**src/rtl/mem_access_ctrl_if.sv**
```systemverilog
// Memory-side bus of the load/store access controller.
// The controller issues requests; memory returns grant, ack and read data.
interface mem_access_ctrl_if;
  logic        mem_req;
  logic        mem_we;
  logic [31:0] mem_addr;
  logic [3:0]  mem_be;
  logic [31:0] mem_wdata;
  logic        mem_gnt;
  logic        mem_rvalid;
  logic [31:0] mem_rdata;

  modport master (
    output mem_req, mem_we, mem_addr, mem_be, mem_wdata,
    input  mem_gnt, mem_rvalid, mem_rdata
  );

  modport slave (
    input  mem_req, mem_we, mem_addr, mem_be, mem_wdata,
    output mem_gnt, mem_rvalid, mem_rdata
  );
endinterface

```
**src/rtl/mem_access_ctrl.sv**
```systemverilog
// Load/store access controller between execute stage and data memory.
// Checks legality and alignment, runs the request/response handshake.
module mem_access_ctrl #(
  parameter int unsigned TIMEOUT_CYC = 16
) (
  input  logic        clk,
  input  logic        rst,
  input  logic        ex_valid,
  output logic        ex_ready,
  input  logic        d_r_en,
  input  logic        d_w_en,
  input  logic [31:0] d_add,
  input  logic [2:0]  f3,
  input  logic [31:0] ALU_out,
  input  logic [4:0]  alu_rd,
  mem_access_ctrl_if.master mem,
  output logic        wb_en,
  output logic [4:0]  wb_rd,
  output logic [31:0] wb_data,
  output logic        misalign_err,
  output logic        timeout_err
);

  localparam logic [7:0] TO_LIM = 8'(TIMEOUT_CYC);

  typedef enum logic [1:0] {
    IDLE,
    REQ,
    WAIT,
    RESP
  } state_t;

  state_t      state_q, state_d;
  logic [7:0]  cnt_q, cnt_d;
  logic [31:0] add_q;
  logic [2:0]  f3_q;
  logic [31:0] data_q;
  logic [4:0]  rd_q;
  logic        we_q;
  logic [31:0] rdata_q;
  logic        mis_q, to_q;

  logic illegal, misal, any_en;
  logic take, cap, mis_fire, to_fire;

  assign any_en  = d_r_en | d_w_en;
  assign illegal = (d_r_en & d_w_en)
                 | (f3[1:0] == 2'b11)
                 | (d_r_en & (f3 == 3'b110))
                 | (d_w_en & f3[2]);
  assign misal   = ((f3[1:0] == 2'b01) & d_add[0])
                 | ((f3[1:0] == 2'b10) & (d_add[1:0] != 2'b00));

  always_comb begin
    state_d  = state_q;
    cnt_d    = cnt_q;
    take     = 1'b0;
    cap      = 1'b0;
    mis_fire = 1'b0;
    to_fire  = 1'b0;
    unique case (state_q)
      IDLE: begin
        if (ex_valid & any_en) begin
          if (illegal | misal) begin
            mis_fire = 1'b1;
          end else begin
            take    = 1'b1;
            cnt_d   = '0;
            state_d = REQ;
          end
        end
      end
      REQ: begin
        cnt_d = cnt_q + 8'd1;
        if (mem.mem_gnt & mem.mem_rvalid) begin
          cap     = 1'b1;
          state_d = RESP;
        end else if (mem.mem_gnt) begin
          state_d = WAIT;
        end else if (cnt_d >= TO_LIM) begin
          to_fire = 1'b1;
          state_d = IDLE;
        end
      end
      WAIT: begin
        cnt_d = cnt_q + 8'd1;
        if (mem.mem_rvalid) begin
          cap     = 1'b1;
          state_d = RESP;
        end else if (cnt_d >= TO_LIM) begin
          to_fire = 1'b1;
          state_d = IDLE;
        end
      end
      RESP: state_d = IDLE;
      default: state_d = IDLE;
    endcase
  end

  always_ff @(posedge clk) begin
    if (rst) begin
      state_q <= IDLE;
      cnt_q   <= '0;
      add_q   <= '0;
      f3_q    <= '0;
      data_q  <= '0;
      rd_q    <= '0;
      we_q    <= 1'b0;
      rdata_q <= '0;
      mis_q   <= 1'b0;
      to_q    <= 1'b0;
    end else begin
      state_q <= state_d;
      cnt_q   <= cnt_d;
      mis_q   <= mis_fire;
      to_q    <= to_fire;
      if (take) begin
        add_q  <= d_add;
        f3_q   <= f3;
        data_q <= ALU_out;
        rd_q   <= alu_rd;
        we_q   <= d_w_en;
      end
      if (cap) rdata_q <= mem.mem_rdata;
    end
  end

  logic        in_req, in_ld_resp, sx;
  logic [3:0]  be_w;
  logic [31:0] wdata_w, sh, ld_val;

  assign in_req     = (state_q == REQ) & ~rst;
  assign in_ld_resp = (state_q == RESP) & ~we_q & ~rst;
  assign sx         = ~f3_q[2];

  always_comb begin
    sh = rdata_q >> {add_q[1:0], 3'b000};
    unique case (f3_q[1:0])
      2'b00: begin
        be_w    = 4'b0001 << add_q[1:0];
        wdata_w = {4{data_q[7:0]}};
        ld_val  = {{24{sx & sh[7]}}, sh[7:0]};
      end
      2'b01: begin
        be_w    = 4'b0011 << add_q[1:0];
        wdata_w = {2{data_q[15:0]}};
        ld_val  = {{16{sx & sh[15]}}, sh[15:0]};
      end
      default: begin
        be_w    = 4'b1111;
        wdata_w = data_q;
        ld_val  = sh;
      end
    endcase
  end

  assign ex_ready      = (state_q == IDLE) & ~rst;
  assign mem.mem_req   = in_req;
  assign mem.mem_we    = in_req & we_q;
  assign mem.mem_addr  = in_req ? {add_q[31:2], 2'b00} : '0;
  assign mem.mem_be    = in_req ? be_w : '0;
  assign mem.mem_wdata = in_req ? wdata_w : '0;

  // rd==0 loads still complete the handshake but never write back
  assign wb_en   = in_ld_resp & (rd_q != 5'd0);
  assign wb_rd   = in_ld_resp ? rd_q : '0;
  assign wb_data = in_ld_resp ? ld_val : '0;

  assign misalign_err = mis_q & ~rst;
  assign timeout_err  = to_q & ~rst;

endmodule

```
**src/flat_wrapper.sv**
```systemverilog
// flat-port wrapper written by rule: the top's interface ports become plain ports
module mem_access_ctrl_flat 
#(
  parameter int unsigned TIMEOUT_CYC = 16
)
  (clk, rst, ex_valid, ex_ready, d_r_en, d_w_en, d_add, f3, ALU_out, alu_rd, wb_en, wb_rd, wb_data, misalign_err, timeout_err, mem_mem_req, mem_mem_we, mem_mem_addr, mem_mem_be, mem_mem_wdata, mem_mem_gnt, mem_mem_rvalid, mem_mem_rdata);
  mem_access_ctrl_if mem_i ();
  input  logic clk;
  input  logic rst;
  input  logic ex_valid;
  output logic ex_ready;
  input  logic d_r_en;
  input  logic d_w_en;
  input  logic [31:0] d_add;
  input  logic [2:0] f3;
  input  logic [31:0] ALU_out;
  input  logic [4:0] alu_rd;
  output logic wb_en;
  output logic [4:0] wb_rd;
  output logic [31:0] wb_data;
  output logic misalign_err;
  output logic timeout_err;
  output wire logic [$bits(mem_i.mem_req)-1:0] mem_mem_req;
  output wire logic [$bits(mem_i.mem_we)-1:0] mem_mem_we;
  output wire logic [$bits(mem_i.mem_addr)-1:0] mem_mem_addr;
  output wire logic [$bits(mem_i.mem_be)-1:0] mem_mem_be;
  output wire logic [$bits(mem_i.mem_wdata)-1:0] mem_mem_wdata;
  input wire logic [$bits(mem_i.mem_gnt)-1:0] mem_mem_gnt;
  input wire logic [$bits(mem_i.mem_rvalid)-1:0] mem_mem_rvalid;
  input wire logic [$bits(mem_i.mem_rdata)-1:0] mem_mem_rdata;
  assign mem_mem_req = mem_i.mem_req;
  assign mem_mem_we = mem_i.mem_we;
  assign mem_mem_addr = mem_i.mem_addr;
  assign mem_mem_be = mem_i.mem_be;
  assign mem_mem_wdata = mem_i.mem_wdata;
  assign mem_i.mem_gnt = mem_mem_gnt;
  assign mem_i.mem_rvalid = mem_mem_rvalid;
  assign mem_i.mem_rdata = mem_mem_rdata;
  mem_access_ctrl #(.TIMEOUT_CYC(TIMEOUT_CYC)) u_core (.clk(clk), .rst(rst), .ex_valid(ex_valid), .ex_ready(ex_ready), .d_r_en(d_r_en), .d_w_en(d_w_en), .d_add(d_add), .f3(f3), .ALU_out(ALU_out), .alu_rd(alu_rd), .mem(mem_i), .wb_en(wb_en), .wb_rd(wb_rd), .wb_data(wb_data), .misalign_err(misalign_err), .timeout_err(timeout_err));
endmodule
```
**config.mk**
```make
export PLATFORM = sky130hd
export DESIGN_NAME = mem_access_ctrl_flat
export DESIGN_NICKNAME = d
export VERILOG_FILES = /design/src/rtl/mem_access_ctrl_if.sv /design/src/rtl/mem_access_ctrl.sv /design/src/flat_wrapper.sv
export SDC_FILE = /design/constraint.sdc
export NUM_CORES = 1
export LEC_CHECK = 0
export ABC_AREA = 0
export ABC_CLOCK_PERIOD_IN_PS = 2400
export BUFFER_PORTS_ARGS = -buffer_cell sky130_fd_sc_hd__buf_4
export CAP_MARGIN = 20
export CORE_UTILIZATION = 40
export DETAILED_ROUTE_END_ITERATION = 10
export PLACE_DENSITY = 0.69
export SLEW_MARGIN = 20
export SYNTH_ARGS = -nofsm -noshare
export SYNTH_HDL_FRONTEND = slang
export SYNTH_SLANG_ARGS = --single-unit
```
**constraint.sdc**
```tcl
create_clock -name clk -period 2.4 [get_ports clk]
set_input_delay 0 -clock clk [delete_from_list [all_inputs] [get_ports clk]]
set_output_delay 0 -clock clk [all_outputs]
set_load 0.02 [all_outputs]
```
======== After elaboration in Yosys (flattened, before gate mapping) ========
Index checks and enable logic that the tools add are counted.
word-level totals
  output and inout bits ................... 111
  logic and storage cells ................. 92
  bits of input ports ..................... 111
  flip-flop bits (word level) ............. 117
operators by class
  bitwise operators ....................... 28
  reductions and logical operators ........ 9
  equality and inequality tests ........... 10
  $add $sub $neg .......................... 1
  muxes and demuxes ....................... 30
  order comparisons ....................... 1
  shifts and indexed selects .............. 3
operators with widths
  cell                 number
  $pmux 32 s2          2
  $mux 32              3
  $shr 32x5->32        1
  $and 1x1->1          17
  $mux 8               2
  $pmux 8 s2           1
  $mux 2               6
  $mux 1               10
  $add 8x1->8 const B  1
  $eq 2x2->1 const B   4
  $ge 8x5->1 const B   1
  $pmux 2 s4           1
  $pmux 4 s2           1
  $eq 2x1->1 const B   3
  $or 1x1->1           6
  $mux 5               1
  $not 1->1            5
  $reduce_bool 5->1    1
  $logic_not 2->1      2
  $mux 4               1
  $pmux 1 s2           2
  $reduce_bool 2->1    2
  $shl 1x2->4 const A  1
  $shl 2x2->4 const A  1
  other kinds (7)      7

======== Logic depth before layout (Yosys ltp) ========
  depth in word-level cells ............... 8
  gate-level depth with buffers ........... 8
  depth with buffers taken out ............ 6

======== Least setup slack after synthesis ========
OpenSTA, ideal clock, no wires.
  path type ............................... register to output
  from .................................... reg u_core.state_q[1]
  to ...................................... out wb_data[24]
  data required time ...................... 2.400 ns
  stages on the path, launching flop included .. 8
  arrival time ............................ 1.949 ns
  slack ................................... 0.451 ns
  buffers on the path ..................... 3
  path through ............................ dfxtp_1 > ha_1 > or3b_1 > buf_2 > or3_1 > buf_2 > buf_6 > o2bb2ai_1
between the ends
  longest elaborated chain between the ends .. 4
ends and longest elaborated chain
  what                       line                    source
  from (decl)                mem_access_ctrl.sv:33   state_t state_q, state_d;
  from (signal assigned)     mem_access_ctrl.sv:113  state_q <= state_d;
  $eq 2x2->1                 mem_access_ctrl.sv:133  assign in_ld_resp = (state_q == RESP) & ~we_q & ~rst;
  $and 1x1->1 (2 in series)  mem_access_ctrl.sv:133
  $mux 32                    mem_access_ctrl.sv:167  assign wb_data = in_ld_resp ? ld_val : '0;
  to (decl)                  flat_wrapper.sv:20      output logic [31:0] wb_data;
No other way between the ends.

======== Final worst setup path ========
  from .................................... reg u_core.state_q[1]
  to ...................................... out wb_data[17]
The elaborated chain is that of the path after synthesis.

==> metrics.csv <==
metric,value,unit
die_h,125,um
ys_seq_elements,117,
p_per_area,604,nW/um^2
fillerInstances,1242,
cts_sinks,117,
finalHoldViolations,0,
synthesis.area,6100,um^2
cp-end-kind,output port,
clk_latency,0.41,ns
core-area,14700,um^2
fin_worst_skew,0.0101,ns
die_area,15700,um^2
yosysWarnings,0,
hpwl,12.6,mm
grt_pass1_vias,6601,
timing.fmax,0.434,GHz
violations,design-rule violations,
postSynthCellCount,826,
ant_nets,0,
cts_htree_levels,4,
crit_path_max_fanout,6,
required,2.40,ns
rsz0062_at_grt,false,
grt_pass1_wl,32.9,mm
tightest_slew,0.799,ns
worst-setup-path-type,reg2out,
synth_cell_types,55,
fin_nets,1238,
diodes,0,
grt_antenna_before_repair,0,
port_buffers,219,
setup_viol,0,
grt_overflow_total,0,
numCtsBuffers,17,
finalInstanceArea,9590,um^2
wl_per_cell,15.7,um
utilization,65.2,%
start_util,41.5,%
period_minus_slack,2.31,ns
relSlewSlack,46.8,%
die_x,125,um
synthArstFlopShare,0,%
cp.arrival,2.31,ns
synth_edf_count,0,
min_from,d_r_en,
status,"complete, but fails checks",
dp_worst_setup_slack,0.262,ns
start_kind,flop,
final_common_cell,nand2_1,
avgSynthCellArea,7.38,um^2
r2r-start,u_core.state_q[0],
wirelength,20.7,mm
ios,222,
fin_crit_sh,96.1,%
grt_max_degree,74,
rows,44,
drv_slew,0,
clk_pin_slew,0.06,ns
cp-startpoint,u_core.state_q[1],
viasPerCell,5.19,
dr_total_vias,6834,
placed_cell_area,7820,um^2
power,5.79,mW
grt_usage,26.2,%
drive_above_1_share,25.3,%
min_path_type,in2reg,
leakage,3.76,nW
ys_seq_area_share,38.4,%
setup_ws,0.0946,ns
final_cell_mix,"nand2_1 (235), buf_4 (234), a21oi_1 (136), dfxtp_1 (115), dlygate4sd3_1 (108)",
clk_path_buf_depth,2,
root_buffer,clkbuf_16,
multiInputGateArea,3440,um^2
drv_cap,0,
drt_iter0_drc,489,
place.gp.congestion,0.813,
drc,15,
cts_tree,done,
seqCellArea,2340,um^2
vdd_drop_max,0.470,mV
ys.flop_type,dfxtp_1,
dr.pass1.iters,10,
syn_to_final_growth,57.2,%
synth_stat cells, types with 3 or more instances:
library cell  number  area (um^2)
buf_2             17         85.1
or3_1              4         25.0
clkbuf_1          48          180
dfxtp_1          117         2340
nand2b_1           3         18.8
a221o_1            5         50.1
ha_1               7         87.6
nor2b_1           11         68.8
a211oi_1          15          113
a32o_1             5         50.1
nand2_1          235          882
inv_1             10         37.5
nand3_1            5         25.0
mux2i_1           34          340
o21ai_0           10         50.1
nor2_1            40          150
nor3_1             7         35.0
buf_1              4         15.0
o211ai_1           3         22.5
a21oi_1          136          681
and2_1            51          319
and3_1             3         18.8
o22ai_1            6         37.5
o2bb2ai_1         11         96.3
registers in the layout, summed over array words and instances, names as in the netlist:
name            flops
u_core.rdata_q     32
u_core.f3_q         3
u_core.mis_q        1
u_core.add_q       32
u_core.we_q         1
u_core.cnt_q        8
u_core.data_q      32
u_core.state_q      2
u_core.rd_q         5
u_core.to_q         1
stage by stage:
stage	TNS, ns	hold slack [ns]	cells
2_1_floorplan	0	0.0827	827
3_3_place_gp	0	0.239	1172
3_5_place_dp	0	0.242	1172
4_1_cts	-0.0423	0.0389	1312
5_1_grt	0	0.0499	1317
6_report	0	0.0528	1317
cell type report:
type | count | share of cell area [%]
Inverter | 10 | 0.431
Multi-Input combinational cell | 627 | 35.9
Tap cell | 184 | 2.40
Clock buffer | 23 | 4.88
Clock inverter | 9 | 1.57
Sequential cell | 117 | 24.5
Timing Repair Buffer | 346 | 30.3
Timing Repair inverter | 1 | 0.0783
path summary, 6_finish.rpt:
check,slack (ns),cells past startpoint,to
min,0.05,3,u_core.mis_q
max,0.09,6,wb_data[17]
max reg2reg,0.20,8,u_core.rd_q[4]
min reg2reg,0.45,2,u_core.add_q[26]
cell families (layout without fill, tap and decap cells):
| family | Yosys count | count (layout) | share of synthesized area, % |
|---|---|---|---|
| AOI/OAI and AO/OA | 211 | 211 | 21.4 |
| xor gates and xnor gates | 2 | 2 | 0.287 |
| adders and majority gates | 7 | 7 | 1.44 |
| buffers and inverters | 83 | 389 | 5.83 |
| DFF | 117 | 117 | 38.4 |
| muxes | 36 | 36 | 5.95 |
| other | 1 | 2 | 0.0615 |
| and+or+nand+nor | 369 | 369 | 26.7 |
power breakdown:
group / switching [mW] / internal [mW]
Clock: 0.887 / 1.79
Sequential: 0.0591 / 2.02
Combinational: 0.563 / 0.475
Total: 1.51 / 4.28
what timing repair did:
| action | CTS | global route |
|---|---|---|
| hold endpoints to repair | 107 | 0 |
| gates resized for setup | 5 | 5 |
| hold buffers | 108 | 0 |
| endpoints found under the setup margin | 55 | 57 |
| cloned | 0 | 1 |
| pin swaps | 2 | 2 |
| setup buffers | 0 | 4 |
metal layers:
metal	part of all wire, %	wire length, um	global-route usage, %
met2	47	9780	42.5
met4	3.1	644	12.5
met3	6.0	1230	5.73
met5	0	0	0
met1	44	9030	32.8
worst max-delay path: stages, from the launching register on:
cell,delay (ns)
dfxtp_2,0.36
ha_1,0.15
or3b_4,0.42
or3_4,0.44
buf_4,0.17
o22ai_1,0.17
buf_4,0.18
(Power assumes the default switching activity.)
